==> src/rtl/traffic_light_pkg.sv <==
// traffic_light_pkg: shared FSM state encoding and default phase durations for traffic_light_ctrl
package traffic_light_pkg;
  typedef enum logic [2:0] {
    R1_G = 3'd0,
    R1_Y = 3'd1,
    R2_G = 3'd2,
    R2_Y = 3'd3,
    F_G  = 3'd4,
    F_Y  = 3'd5
  } state_t;
  localparam int DEF_T_GREEN  = 20;
  localparam int DEF_T_YELLOW = 5;
  localparam int DEF_T_FG_MIN = 10;
  localparam int DEF_T_FG_MAX = 30;
  localparam int DEF_TW       = 8;
endpackage

==> src/rtl/phase_timer.sv <==
// phase_timer: TW-bit up counter cleared by rst or i_clr (ports: clk, rst, i_clr in; o_cnt out)
module phase_timer #(
  parameter int TW = 8
) (
  input  logic          clk,
  input  logic          rst,
  input  logic          i_clr,
  output logic [TW-1:0] o_cnt
);
  logic [TW-1:0] r_cnt;
  always_ff @(posedge clk)
    r_cnt <= (rst || i_clr) ? '0 : r_cnt + 1'b1;
  assign o_cnt = r_cnt;
endmodule

==> src/rtl/traffic_light_ctrl.sv <==
// traffic_light_ctrl: Moore R1/R2/farm-road light FSM (in: clk, rst, c sensor; out: R1G/Y/R, R2G/Y/R, FG/Y/R lamps)
module traffic_light_ctrl
  import traffic_light_pkg::*;
#(
  parameter int T_GREEN  = DEF_T_GREEN,
  parameter int T_YELLOW = DEF_T_YELLOW,
  parameter int T_FG_MIN = DEF_T_FG_MIN,
  parameter int T_FG_MAX = DEF_T_FG_MAX,
  parameter int TW       = DEF_TW
) (
  input  logic clk,
  input  logic rst,
  input  logic c,
  output logic R1G,
  output logic R1Y,
  output logic R1R,
  output logic R2G,
  output logic R2Y,
  output logic R2R,
  output logic FG,
  output logic FY,
  output logic FR
);
  localparam logic [TW-1:0] L_GREEN  = TW'(T_GREEN - 1);
  localparam logic [TW-1:0] L_YELLOW = TW'(T_YELLOW - 1);
  localparam logic [TW-1:0] L_FG_MIN = TW'(T_FG_MIN - 1);
  localparam logic [TW-1:0] L_FG_MAX = TW'(T_FG_MAX - 1);
  state_t        r_state;
  state_t        w_next;
  logic          r_req;
  logic [TW-1:0] w_timer;
  logic          w_clr;
  logic          w_g_done;
  logic          w_y_done;
  logic          w_fg_done;
  assign w_g_done  = w_timer == L_GREEN;
  assign w_y_done  = w_timer == L_YELLOW;
  assign w_fg_done = (w_timer >= L_FG_MIN && !c) || w_timer == L_FG_MAX;
  assign w_clr     = w_next != r_state;
  phase_timer #(.TW(TW)) u_timer (
    .clk   (clk),
    .rst   (rst),
    .i_clr (w_clr),
    .o_cnt (w_timer)
  );
  always_ff @(posedge clk) begin
    r_state <= rst ? R1_G : w_next;
    r_req   <= rst ? 1'b0 :
               (w_next == F_G && r_state != F_G) ? 1'b0 :
               (c && r_state != F_G) ? 1'b1 : r_req;
  end
  always_comb begin
    w_next = R1_G;
    case (r_state)
      R1_G:    w_next = w_g_done  ? R1_Y : R1_G;
      R1_Y:    w_next = w_y_done  ? R2_G : R1_Y;
      R2_G:    w_next = w_g_done  ? R2_Y : R2_G;
      R2_Y:    w_next = w_y_done  ? ((r_req || c) ? F_G : R1_G) : R2_Y;
      F_G:     w_next = w_fg_done ? F_Y : F_G;
      F_Y:     w_next = w_y_done  ? R1_G : F_Y;
      default: w_next = R1_G;
    endcase
  end
  assign R1G = r_state == R1_G;
  assign R1Y = r_state == R1_Y;
  assign R1R = !(R1G || R1Y);
  assign R2G = r_state == R2_G;
  assign R2Y = r_state == R2_Y;
  assign R2R = !(R2G || R2Y);
  assign FG  = r_state == F_G;
  assign FY  = r_state == F_Y;
  assign FR  = !(FG || FY);
endmodule

==> config.mk <==
export PLATFORM = sky130hd
export DESIGN_NAME = traffic_light_ctrl
export DESIGN_NICKNAME = d
export VERILOG_FILES = /design/src/rtl/traffic_light_pkg.sv /design/src/rtl/phase_timer.sv /design/src/rtl/traffic_light_ctrl.sv
export SDC_FILE = /design/constraint.sdc
export NUM_CORES = 1
export LEC_CHECK = 0
export BUFFER_PORTS_ARGS = -buffer_cell sky130_fd_sc_hd__buf_4
export CAP_MARGIN = 25
export CELL_PAD_IN_SITES_DETAIL_PLACEMENT = 0
export CELL_PAD_IN_SITES_GLOBAL_PLACEMENT = 1
export CORE_MARGIN = 2
export CORE_UTILIZATION = 29
export CTS_CLUSTER_DIAMETER = 40
export DETAILED_ROUTE_END_ITERATION = 7
export PLACE_DENSITY = 0.7
export RECOVER_POWER = 25
export SYNTH_ARGS = -nofsm -noshare
export SYNTH_HDL_FRONTEND = slang
export SYNTH_SLANG_ARGS = --single-unit
==> constraint.sdc <==
create_clock -name clk -period 2.3 [get_ports clk]
set_clock_uncertainty 0.1 [all_clocks]
set_input_delay 0.345 -clock clk [delete_from_list [all_inputs] [get_ports clk]]
set_output_delay 0.345 -clock clk [all_outputs]
set_load 0.02 [all_outputs]
==> reports/qor.csv <==
stage,metric,value,unit
final_layout,Non-Filler Instances,118,
place,Inst Count DP,114,
final_layout,"commonest non-fill, non-tap cell in the layout",dfxtp_1,
timing,Post-Route Setup TNS,0,ns
power,Design Power,0.423,mW
timing,fin crit share,86.1,%
worst_setup_path,worst path required time,2.33,ns
synth,ys async rst share,0,%
clocking,CTS tree,built,
timing,final setup violation count,0,
worst_setup_path,reg2reg setup slack,0.32,ns
place,Final Wtd Congestion,0.724,
timing,Fin Hold WS,0.165,ns
detailed_routing,Vias,602,
final_layout,most frequent cells in the layout,"dfxtp_1 (12), nor2_1 (10), nor3_1 (7), buf_4 (7)",
place,Port Buffers,11,
worst_setup_path,"critical path, cell by cell",inv_1 -> ha_1 -> or3b_1 -> a211oi_2 -> o41ai_2 -> nor3_1,
worst_setup_path,Reg2Reg Depth,6,
synth,syn_nets,85,
outcome,status,"complete, no violations",
worst_setup_path,Setup crit end kind,flip-flop,
power,Seq pwr share,52.4,%
power,P_int,0.325,mW
grt,GRT Util Overall,11.5,%
clocking,Clock Path Buffers,2,
worst_setup_path,Setup CP Type,flip-flop to flip-flop,
worst_setup_path,worst flop-to-flop path endpoint,u_timer.o_cnt[4],
timing,Max Freq,505,MHz
synth,mapped cell area,689,sq um
min_path,Hold WC Path Type,primary input to flip-flop,
worst_setup_path,"Slowest-stage cell, CP",o41ai_2,
clocking,"Clk Latency, worst-skew pair",0.27,ns
clocking,clock buffer count from CTS,3,
grt,largest net degree at the start of global routing,11,
worst_setup_path,Critical Path Sink,u_timer.o_cnt[4],
grt,antenna violations before repair,0,
worst_setup_path,beginning of the critical path,u_timer.o_cnt[0],
worst_setup_path,Crit Path Max Fanout,8,
die,Die ar.,0.00278,sq mm
detailed_routing,antenna-violating nets left,0,
grt,Overflow after GRT,0,
timing,post-layout min period,1.98,ns
clocking,Clock Sinks,12,
clocking,Clock transition at path regs,0.08,ns
synth,sequential area share after synthesis,34.8,%
final_layout,nets@finish,97,
synth,Synth Warn #,0,
worst_setup_path,worst r2r src,u_timer.o_cnt[0],
synth,mean post-synth cell area,8.73,sq um
power,Clk pwr share,40.2,%
worst_setup_path,crit path DAT,2.01,ns
final_layout,n_diodes,0,
power,Sw Pwr,0.0978,mW
detailed_routing,drt initial violations,9,
synth,"FF+latch count, synth",12,
synth,post-synthesis instance total,79,
die,Core Footprint,0.00223,sq mm
die,die height,52.8,um
synth,"EDFF count, synth",0,
final_layout,# fillers,247,
worst_setup_path,Critical Path Max Stage Delay,0.63,ns
worst_setup_path,Startpoint Class,flip-flop,
detailed_routing,1st-pass router iterations,4,
power,switching share of power,23.1,%
detailed_routing,WL final,1.40,mm
grt,number of global-route vias before repair,542,
die,die width,52.8,um
place,post-DP HPWL,1.05,mm
power,Pwr Density,525,mW/mm^2
timing,setup ws final,0.320,ns
timing,Fin. Hold Viols,0,
run,max-cap violations,0,
detailed_routing,vias per cell,5.10,
timing,Worst slew margin,48.3,%
clocking,clock root cell,clkbuf_4,
clocking,quantity of gates resized following cts,0,
final_layout,synthesis-to-finish area growth,16.9,%
power,logic gate share of total power,7.4,%
timing,RSZ-0062 raised after global routing,false,
clocking,CTS Hold Bufs,0,
place,post-placement setup slack,0.340,ns
die,Initial Utilization,30.9,%
clocking,CTS H-tree lvls,1,
die,row count,17,
clocking,post-CTS setup buffer count,0,
power,Lkg Pwr,0.327,nW
synth,most used flip-flop cell after synthesis,dfxtp_1,
timing,Slew @ Worst Pin,0.767,ns
detailed_routing,WL per Instance,11.9,um
final_layout,share of post-route cells with drive strength above 1,17.8,%
timing,"Slew Viols, Final",0,
die,Top Ports,12,
power,maximum VDD drop,0.000293,V
detailed_routing,residual DRC count,0,
grt,first-pass GRT wire length,2.32,mm
synth,Cell variety after synth,33,
[cell usage after synthesis (all sizes together), types with 2 or more instances]
cell,instances,area [sq um]
dfxtp,12,240
nor2,11,43.8
nor3,7,35.0
nand3,6,30.0
xor2,6,52.6
ha,3,37.5
inv,3,11.3
and3,2,12.5
buf,2,10.0
clkbuf,2,7.51
nand2b,2,12.5
o2111ai,2,17.5
o21a,2,15.0
o41ai,2,25.0
or3,2,17.5
[registers in the layout, summed over array words and instances, names as in the netlist]
name,flops
r_req,1
r_state,3
u_timer.o_cnt,8
[through the flow]
step                      cell area, sq um  util (%)
after global placement                 790      35.4
after CTS                              826      37.0
after detailed placement               790      35.4
after global routing                   806      36.1
after floorplan                        689         -
final                                  806      36.1
[area by class of cell]
| class | instances | area (sq um) | area share (%) |
|---|---|---|---|
| clock buffers | 4 | 36.3 | 4.50 |
| inverters | 3 | 11.3 | 1.40 |
| multi-input cells | 60 | 415 | 51.6 |
| flip-flops and latches | 12 | 240 | 29.8 |
| well taps | 28 | 35.0 | 4.35 |
| repair buffers | 11 | 67.6 | 8.39 |
[worst min-delay path by stage]
stage | start | to | cells past startpoint
2_1_floorplan | rst | r_state[2] | 1
3_3_place_gp | r_req | r_req | 2
3_5_place_dp | r_req | r_req | 2
4_1_cts | rst | r_state[2] | 2
5_1_grt | rst | r_state[2] | 2
6_report | rst | r_state[2] | 2
[kinds of logic after synthesis]
group                    share of synthesized area, %
buffers and inverters                            4.17
flip-flops                                       34.8
AO/OA/AOI/OAI                                    14.0
multiplexers                                     2.18
adder cells (fa/ha/maj)                          5.45
AND/OR/NAND/NOR                                  30.5
XOR/XNOR                                         8.89
[power by group through the flow]
stage	clock, mW	sequential (mW)	combinational [mW]
global route	0.188	0.223	0.0364
global placement	0	0.226	0.0318
detailed placement	0	0.227	0.0317
CTS	0.177	0.222	0.0319
floorplan	0	0.223	0.0250
finish	0.170	0.222	0.0314
[metal layers]
layer  share of wire (%)  GRT usage [%]  vias up
li1                    -              -      305
met1                  49           14.3      275
met2                  43           17.5       17
met3                 5.7           2.86        5
met4                 1.9           6.84        0
met5                   0              0        -
[worst max-delay path: cells and delay by family, from the launching register on]
| kind | cells | cell delay, ns |
|---|---|---|
| fa+ha+maj | 1 | 0.22 |
| flops | 1 | 0.43 |
| simple gates | 2 | 0.31 |
| buf+inv | 1 | 0.07 |
| compound gates | 2 | 0.71 |
Note: power is estimated with default switching activity, not from simulation.
